$ cat src/rtl/if_fetch_unit_pkg.sv
// Shared types and constants for the instruction-fetch stage.
//   XLEN_DEFAULT  default address/PC width
//   INSTR_W       instruction word width
//   fetch_entry_t {pc, instr} pair handed to IF/ID
//   NOP_INSTR     canonical NOP (addi x0,x0,0) for the downstream flush path
package if_pkg;
  localparam int XLEN_DEFAULT = 32;
  localparam int INSTR_W      = 32;
  localparam logic [INSTR_W-1:0] NOP_INSTR = 32'h0000_0013;

  typedef struct packed {
    logic [XLEN_DEFAULT-1:0] pc;
    logic [INSTR_W-1:0]      instr;
  } fetch_entry_t;
endpackage

$ cat src/rtl/if_fetch_unit_if.sv
// Bus bundle of the fetch stage: imem request/response, EX redirect, IF/ID output.
//   master : fetch unit side (drives imem request and IF/ID output)
//   slave  : environment side (memory, EX, IF/ID register)
interface if_fetch_unit_if #(parameter int XLEN = 32);
  logic            imem_req_valid;
  logic            imem_req_ready;
  logic [XLEN-1:0] imem_req_addr;
  logic            imem_rsp_valid;
  logic [31:0]     imem_rsp_data;
  logic            redirect_valid;
  logic [XLEN-1:0] redirect_pc;
  logic            id_valid;
  logic            id_ready;
  logic [XLEN-1:0] id_pc;
  logic [31:0]     id_instr;

  modport master (
    output imem_req_valid, imem_req_addr, id_valid, id_pc, id_instr,
    input  imem_req_ready, imem_rsp_valid, imem_rsp_data,
           redirect_valid, redirect_pc, id_ready
  );

  modport slave (
    input  imem_req_valid, imem_req_addr, id_valid, id_pc, id_instr,
    output imem_req_ready, imem_rsp_valid, imem_rsp_data,
           redirect_valid, redirect_pc, id_ready
  );
endinterface

$ cat src/rtl/if_fetch_unit_fifo.sv
// Generic synchronous FIFO, power-of-2 DEPTH.
//   CK/RESET      clock, synchronous active-high reset
//   push/din      write (accepted when not full, or full with a pop)
//   pop/dout      read; dout is the head, valid while !empty
//   flush         empties the FIFO, wins over push/pop
//   count/full/empty occupancy
module if_fifo #(
  parameter int DEPTH = 2,
  parameter int WIDTH = 32
) (
  input  logic                   CK,
  input  logic                   RESET,
  input  logic                   push,
  input  logic                   pop,
  input  logic                   flush,
  input  logic [WIDTH-1:0]       din,
  output logic [WIDTH-1:0]       dout,
  output logic [$clog2(DEPTH):0] count,
  output logic                   full,
  output logic                   empty
);
  localparam int AW = $clog2(DEPTH);
  localparam int CW = AW + 1;

  logic [WIDTH-1:0] mem [DEPTH];
  logic [AW-1:0]    wr_ptr, rd_ptr;
  logic             do_push, do_pop;

  assign empty   = (count == '0);
  assign full    = (count == CW'(DEPTH));
  assign do_pop  = pop && !empty;
  assign do_push = push && (!full || do_pop);
  assign dout    = mem[rd_ptr];

  always_ff @(posedge CK) begin
    if (RESET || flush) begin
      wr_ptr <= '0;
      rd_ptr <= '0;
      count  <= '0;
    end else begin
      if (do_push) wr_ptr <= wr_ptr + AW'(1);
      if (do_pop)  rd_ptr <= rd_ptr + AW'(1);
      count <= count + CW'(do_push) - CW'(do_pop);
    end
  end

  always_ff @(posedge CK) begin
    if (do_push && !flush) mem[wr_ptr] <= din;
  end
endmodule

$ cat src/rtl/if_fetch_unit.sv
// Instruction-fetch stage: PC generation, imem request issue, in-order response
// pairing, instruction buffering toward IF/ID, and EX redirect with flush of
// in-flight fetches.
//   CK/RESET  clock, synchronous active-high reset
//   bus       if_fetch_unit_if.master (imem req/rsp, redirect, IF/ID output)
module if_fetch_unit
  import if_pkg::*;
#(
  parameter int              XLEN     = XLEN_DEFAULT,
  parameter logic [XLEN-1:0] RESET_PC = '0,
  parameter int              DEPTH    = 2
) (
  input logic              CK,
  input logic              RESET,
  if_fetch_unit_if.master  bus
);
  localparam int CW = $clog2(DEPTH) + 1;
  localparam int BW = XLEN + INSTR_W;

  logic [XLEN-1:0] pc;
  logic [CW-1:0]   outstanding, drop;
  logic [CW-1:0]   pcq_count, buf_count;
  logic [CW:0]     credit_used;
  logic [XLEN-1:0] pcq_head;
  logic [BW-1:0]   buf_head;
  logic            pcq_full, pcq_empty, buf_full, buf_empty;
  logic            redirect, req_valid, req_fire;
  logic            rsp_ok, rsp_keep, rsp_drop, id_valid, id_pop;
  logic            unused_ok;

  assign redirect = bus.redirect_valid;

  // Credit: every request already holds a buffer slot, so responses never stall.
  assign credit_used = {1'b0, outstanding} + {1'b0, buf_count};
  assign req_valid   = !RESET && !redirect && (credit_used < (CW+1)'(DEPTH));
  assign req_fire    = req_valid && bus.imem_req_ready;

  assign bus.imem_req_valid = req_valid;
  assign bus.imem_req_addr  = pc;

  // A response with nothing outstanding is illegal; ignore it rather than underflow.
  assign rsp_ok   = bus.imem_rsp_valid && (outstanding != '0);
  assign rsp_keep = rsp_ok && (drop == '0);
  assign rsp_drop = rsp_ok && (drop != '0);

  assign id_valid     = !buf_empty;
  assign id_pop       = id_valid && bus.id_ready && !redirect;
  assign bus.id_valid = id_valid;
  assign bus.id_pc    = id_valid ? buf_head[BW-1:INSTR_W] : '0;
  assign bus.id_instr = id_valid ? buf_head[INSTR_W-1:0]  : '0;

  always_ff @(posedge CK) begin
    if (RESET) begin
      pc          <= RESET_PC;
      outstanding <= '0;
      drop        <= '0;
    end else begin
      outstanding <= outstanding + CW'(req_fire) - CW'(rsp_ok);
      if (redirect) begin
        pc   <= {bus.redirect_pc[XLEN-1:2], 2'b00};
        // No request fires in a redirect cycle, so everything still in flight
        // after this cycle's response belongs to the old path.
        drop <= outstanding - CW'(rsp_ok);
      end else begin
        if (req_fire) pc   <= pc + XLEN'(4);
        if (rsp_drop) drop <= drop - CW'(1);
      end
    end
  end

  // PCs of live requests; dropped responses were already flushed from here.
  if_fifo #(.DEPTH(DEPTH), .WIDTH(XLEN)) u_pcq (
    .CK(CK), .RESET(RESET),
    .push(req_fire), .pop(rsp_keep), .flush(redirect),
    .din(pc), .dout(pcq_head),
    .count(pcq_count), .full(pcq_full), .empty(pcq_empty)
  );

  if_fifo #(.DEPTH(DEPTH), .WIDTH(BW)) u_ibuf (
    .CK(CK), .RESET(RESET),
    .push(rsp_keep), .pop(id_pop), .flush(redirect),
    .din({pcq_head, bus.imem_rsp_data}), .dout(buf_head),
    .count(buf_count), .full(buf_full), .empty(buf_empty)
  );

  assign unused_ok = ^{pcq_count, pcq_full, pcq_empty, buf_full, bus.redirect_pc[1:0]};

  rsp_legal: assert property (@(posedge CK) disable iff (RESET)
    bus.imem_rsp_valid |-> (outstanding != '0));
endmodule

$ cat src/flat_wrapper.sv
// flat-port wrapper written by rule: the top's interface ports become plain ports
module if_fetch_unit_flat import if_pkg::*;
#(
  parameter int              XLEN     = XLEN_DEFAULT,
  parameter logic [XLEN-1:0] RESET_PC = '0,
  parameter int              DEPTH    = 2
)
  (CK, RESET, bus_imem_req_valid, bus_imem_req_addr, bus_id_valid, bus_id_pc, bus_id_instr, bus_imem_req_ready, bus_imem_rsp_valid, bus_imem_rsp_data, bus_redirect_valid, bus_redirect_pc, bus_id_ready);
  if_fetch_unit_if #(.XLEN(XLEN)) bus_i ();
  input logic CK;
  input logic RESET;
  output wire logic [$bits(bus_i.imem_req_valid)-1:0] bus_imem_req_valid;
  output wire logic [$bits(bus_i.imem_req_addr)-1:0] bus_imem_req_addr;
  output wire logic [$bits(bus_i.id_valid)-1:0] bus_id_valid;
  output wire logic [$bits(bus_i.id_pc)-1:0] bus_id_pc;
  output wire logic [$bits(bus_i.id_instr)-1:0] bus_id_instr;
  input wire logic [$bits(bus_i.imem_req_ready)-1:0] bus_imem_req_ready;
  input wire logic [$bits(bus_i.imem_rsp_valid)-1:0] bus_imem_rsp_valid;
  input wire logic [$bits(bus_i.imem_rsp_data)-1:0] bus_imem_rsp_data;
  input wire logic [$bits(bus_i.redirect_valid)-1:0] bus_redirect_valid;
  input wire logic [$bits(bus_i.redirect_pc)-1:0] bus_redirect_pc;
  input wire logic [$bits(bus_i.id_ready)-1:0] bus_id_ready;
  assign bus_imem_req_valid = bus_i.imem_req_valid;
  assign bus_imem_req_addr = bus_i.imem_req_addr;
  assign bus_id_valid = bus_i.id_valid;
  assign bus_id_pc = bus_i.id_pc;
  assign bus_id_instr = bus_i.id_instr;
  assign bus_i.imem_req_ready = bus_imem_req_ready;
  assign bus_i.imem_rsp_valid = bus_imem_rsp_valid;
  assign bus_i.imem_rsp_data = bus_imem_rsp_data;
  assign bus_i.redirect_valid = bus_redirect_valid;
  assign bus_i.redirect_pc = bus_redirect_pc;
  assign bus_i.id_ready = bus_id_ready;
  if_fetch_unit #(.XLEN(XLEN), .RESET_PC(RESET_PC), .DEPTH(DEPTH)) u_core (.CK(CK), .RESET(RESET), .bus(bus_i));
endmodule
$ cat config.mk
export PLATFORM = sky130hd
export DESIGN_NAME = if_fetch_unit_flat
export DESIGN_NICKNAME = d
export VERILOG_FILES = /design/src/rtl/if_fetch_unit_pkg.sv /design/src/rtl/if_fetch_unit_if.sv /design/src/rtl/if_fetch_unit_fifo.sv /design/src/rtl/if_fetch_unit.sv /design/src/flat_wrapper.sv
export SDC_FILE = /design/constraint.sdc
export NUM_CORES = 1
export LEC_CHECK = 0
export BUFFER_PORTS_ARGS = -buffer_cell sky130_fd_sc_hd__buf_2
export CAP_MARGIN = 20
export CORE_UTILIZATION = 40
export DETAILED_ROUTE_END_ITERATION = 6
export RECOVER_POWER = 50
export SETUP_SLACK_MARGIN = 0.5
export SYNTH_ARGS = -nofsm -noshare
export SYNTH_HDL_FRONTEND = slang
export SYNTH_HIERARCHICAL = 1
export SYNTH_SLANG_ARGS = --single-unit
$ cat constraint.sdc
create_clock -name CK -period 7.6 [get_ports CK]
set_input_delay 1.52 -clock CK [delete_from_list [all_inputs] [get_ports CK]]
set_output_delay 1.52 -clock CK [all_outputs]
set_load 0.01 [all_outputs]
---- After elaboration in Yosys (flattened, before gate mapping) ----
Memories as Yosys holds them, arrays and structs flattened. A register that Yosys moved wholly into a read port is not among the register bits.
Index checks and enable logic that the tools add are counted.
word-level totals
  bits in registers ....................... 44
  bits in writable memories ............... 192
  output and inout port bits .............. 98
  memories ................................ 2
memories
  name               words  width  rd ports  clocked after memory_dff  wr ports  RTL line                  source
  u_core.u_ibuf.mem  2      64     1         1                         1         if_fetch_unit_fifo.sv:25  logic [WIDTH-1:0] mem [DEPTH];
  u_core.u_pcq.mem   2      32     1         1                         1         if_fetch_unit_fifo.sv:25
cells by class
  add/sub/neg operators ................... 14
  magnitude comparators ................... 1
  eq/ne operators ......................... 2
  multiplexer cells ....................... 14
  reduce and logical (&&, ||, !) cells .... 31
operators with widths
  kind                     count
  $mux W32                 4
  $add A32 B3 Y32 const B  1
  $logic_and A1 B1 Y1      14
  $mux W1                  8
  $reduce_bool A2 Y1       4
  $sub A2 B1 Y2            4
  $add A2 B1 Y2            3
  $logic_not A1 Y1         6
  $logic_not A2 Y1         3
  $add A1 B1 Y1 const B    4
  $eq A2 B2 Y1 const B     2
  $mux W2                  2
  $add A2 B2 Y3            1
  $logic_or A1 B1 Y1       3
  $lt A3 B2 Y1 const B     1
  $reduce_or A2 Y1         1
  $sub A2 B1 Y2 const B    1

---- Longest topological paths before layout ----
  depth after elaboration ................. 10
  depth in mapped cells ................... 12
  depth with buffers taken out ............ 12

---- Modules after synthesis ----
The synthesis kept the hierarchy.
by module, submodules not included
  module                    instances  cells an instance  area each (um2)  sequential area each (um2)
  if_fifo at u_core.u_ibuf  1          229                4,849.7          3,943.8
  if_fetch_unit             1          349                2,608.8          680.7
  if_fifo at u_core.u_pcq   1          130                2,551.2          2,021.9

---- Worst setup path after synthesis ----
Ideal clock, no wire load.
  kind .................................... input-to-reg
  start ................................... input port bus_redirect_valid
  end ..................................... memory u_core/u_ibuf/mem[1][0] (netlist name) (enable)
  setup time .............................. 0.579 ns
  arrival time ............................ 7.416 ns
  required time ........................... 7.021 ns
  path slack .............................. -0.396 ns
  cell stages on the path ................. 7
  path buffers ............................ 3
  cell sequence ........................... clkbuf_1 inv_1 clkbuf_1 clkbuf_1 and3_1 o21ai_0 nor3b_1
on the way
  longest elaborated chain between the ends .. 8
RTL lines
  item                           RTL line                  source
  from (decl)                    flat_wrapper.sv:20        input wire logic [$bits(bus_i.redirect_valid)-1:0] bus_redirect_valid;
  $logic_not A1 Y1               if_fetch_unit.sv:47       assign id_pop = id_valid && bus.id_ready && !redirect;
  $logic_and A1 B1 Y1            if_fetch_unit.sv:47
  via u_core.id_pop              if_fetch_unit.sv:28       logic rsp_ok, rsp_keep, rsp_drop, id_valid, id_pop;
  $logic_and A1 B1 Y1            if_fetch_unit_fifo.sv:31  assign do_pop = pop && !empty;
  $logic_or A1 B1 Y1             if_fetch_unit_fifo.sv:32  assign do_push = push && (!full || do_pop);
  $logic_and A1 B1 Y1            if_fetch_unit_fifo.sv:32
  $logic_and A1 B1 Y1            if_fetch_unit_fifo.sv:48  if (do_push && !flush) mem[wr_ptr] <= din;
  $mux W1                        if_fetch_unit_fifo.sv:48
  $mux W1 (implied by the code)  if_fetch_unit_fifo.sv:48
  to (decl)                      if_fetch_unit_fifo.sv:25
The timed path passes the listed nets, and every way through them passes these cells.

---- Worst setup path after layout ----
  start ................................... input port bus_redirect_valid
  end ..................................... output port bus_imem_req_valid
on the way
  longest elaborated chain between the ends .. 3
RTL lines
  item                              RTL line             source
  $logic_not A1 Y1                  if_fetch_unit.sv:35  assign req_valid = !RESET && !redirect && (credit_used < (CW+1)'(DEPTH));
  $logic_and A1 B1 Y1 (2 in a row)  if_fetch_unit.sv:35
  to (decl)                         flat_wrapper.sv:12   output wire logic [$bits(bus_i.imem_req_valid)-1:0] bus_imem_req_valid;
No other way between the ends.

==> metrics <==
first-pass GRT wire length=roughly 33 mm; total power=between 2 and 3 mW; Reg clk slew, reported paths=about 60 ps; Core Box Area=about 24000 um^2; most used routing layer=met2; placed cell area=approximately 11000 um^2; via count of the routed design=6121; DRC viols=0; RSZ-0062 raised after global routing=no; fin. max-slew vios=between 100 and 150; worst hold stages=2; final core utilization=between 40% and 50%; Final Cycle Share=a little over three fifths; peak supply drop=around 0.12 mV; met3 GRT Util=3.43%; DP HPWL=around 13 mm; Ys Warns=6; Clk pwr share=41.4%; crit-path cells=clkbuf_1, or2_2, nor3_1, buf_2; Diodes inserted=0; CP startpoint kind=primary input; Resized Gates After CTS=0; CTS Buffer Depth=3; PD cells=~240 nW/um^2; overall die area=approximately 26000 um^2; Int Pwr=around 2.2 mW; CP Class=primary input to output pin; CP Depth=4; fin nets=roughly 950; # rows=57; Net Sw Frac=roughly a fifth; Die Ht=160 um; worst path required time=about 6100 ps; reg2reg path depth=6; Via-to-Cell Ratio=slightly above 5; initial antenna violation count=0; Syn Inst Count=705; Fin Setup TNS=0 ps; vias in the first global route=between 5000 and 6000; syn_area_per_cell=around 14 um^2; Area Overhead vs Synth=19.0%; Period minus WS final=roughly 4700 ps; layout cells sized above 1=between 20 and 30%; GR Util met2=26.0%; Gate power share=under 10%; placer congestion estimate=0.753; Chip Width=between 150 and 200 um; CP arrival=roughly 3200 ps; max_cap viols=3; initial core utilization=41.0%; synthesized cell area=10000 um^2; Post-CTS Setup Inserts=0; Post-CTS Hold Buffers=0; Port Buffer Count=between 150 and 200; fin area=between 10000 and 15000 um^2; clk sinks=about 240; P_sw=between 0.6 and 0.7 mW; Tot GR Track Use=approximately 16%; Clock Skew=14.5 ps; Total Wirelength=between 20 and 25 mm; Finish-stage setup viols=0; status=complete, but fails checks; max frequency=between 200 and 250 MHz; Post-DRT Antenna Nets=0; Crit path max-delay family=buffers and inverters; average wire per standard cell=around 17 um; HP Class=flop to flop; CTS Buf Count=24; largest net degree at the start of global routing=65; GRT overflow=0; Max H-tree Level=1; critical path's largest stage delay=around 1100 ps; Leak=about 4.2 nW; Flop pwr share=52.4%; worst slew pin tran=between 2000 and 2500 ps; Crit. End Element=output pin; CP max stage cell=clkbuf_1; Initial DRC Count=between 200 and 300; Worst Path Buf+Inv=2; failing checks=max-capacitance violations, max-slew violations; crit-path max FO=33; normalized max-slew margin=-41.4%; grt met1 use=a little under a quarter; CTS root buffer=clkbuf_16; CTS tree=yes; first drt pass iteration count=4; worst skew pair latency=between 500 and 600 ps; Hold Fails Final Rpt=0; io pins=about 170
[per-layer routing]
layer / vias to the layer above / wire (um)
met5: - / 0
met4: 0 / 289
met3: 23 / 1200
met2: 164 / 9520
met1: 2954 / 9570
li1: 2980 / -
[final timing paths]
| kind | startpoint | to | slack [ps] |
|---|---|---|---|
| hold reg to reg | u_core/u_pcq/wr_ptr | u_core/u_pcq/wr_ptr | 510 |
| setup / recovery | bus_redirect_valid | bus_imem_req_valid | 2850 |
| hold / removal | u_core/u_pcq/wr_ptr | u_core/u_pcq/wr_ptr | 510 |
| setup reg to reg | u_core/u_ibuf/count[0] | u_core/bus.imem_req_addr[16] | 4240 |
[power by group through the flow]
stage,sequential [mW],combinational [mW],clock [mW]
finish,1.48,0.175,1.17
global route,1.49,0.196,1.25
CTS,1.48,0.182,1.20
detailed placement,1.51,0.181,0
global placement,1.51,0.180,0
floorplan,1.50,0.111,0
[cell type report]
type                            instances  area [um^2]
Fill cell                            2158        12500
Sequential cell                       236         6650
Multi-Input combinational cell        423         3190
Timing Repair Buffer                  172          817
Clock buffer                           32          693
Tap cell                              324          405
Clock inverter                         11          105
Inverter                               11         41.3
[state kept, by name (all words and copies together) (netlist names), named ones only]
name / flops
u_core/bus.imem_req_addr: 30
u_core/drop: 2
u_core/outstanding: 2
u_core/u_ibuf/count: 2
u_core/u_ibuf/mem: 128
u_core/u_ibuf/rd_ptr: 1
u_core/u_ibuf/wr_ptr: 1
u_core/u_pcq/count: 2
u_core/u_pcq/mem: 64
u_core/u_pcq/rd_ptr: 1
u_core/u_pcq/wr_ptr: 1
[stage by stage]
step           std cells  setup WS, ps  hold slack (ps)
2_1_floorplan        710          1850              456
3_3_place_gp        1166          3340              481
3_5_place_dp        1166          3330              503
4_1_cts             1209          3350              513
5_1_grt             1209          2670              558
6_report            1209          2850              514
[cells in the final DEF, fill, tap and decap left out, types with 3 or more instances in the layout]
cell,count
edfxtp_1,192
buf_2,116
mux2_2,74
nor2b_1,66
clkbuf_1,53
dfxtp_1,43
nor2_1,31
clkbuf_16,26
nand2_1,23
mux2_1,23
nand4_1,15
nor3_1,13
and3_1,13
o21ai_0,13
nand3_1,13
a211oi_1,12
inv_1,11
or3_1,11
or4_1,10
xor2_1,10
xnor2_1,9
a311oi_1,9
a21oi_1,8
ha_1,7
buf_4,7
conb_1,6
nor4_1,5
o31ai_1,5
clkinv_2,4
and2_1,4
and4_1,4
clkinv_1,3
o221ai_1,3
o311ai_0,3
o211ai_1,3
[worst min-delay path, cell delays in order (launching register included)]
cell	delay [ps]
dfxtp_1	340
nand2_1	70
mux2i_1	60
Note: power is estimated with default switching activity, not from simulation.
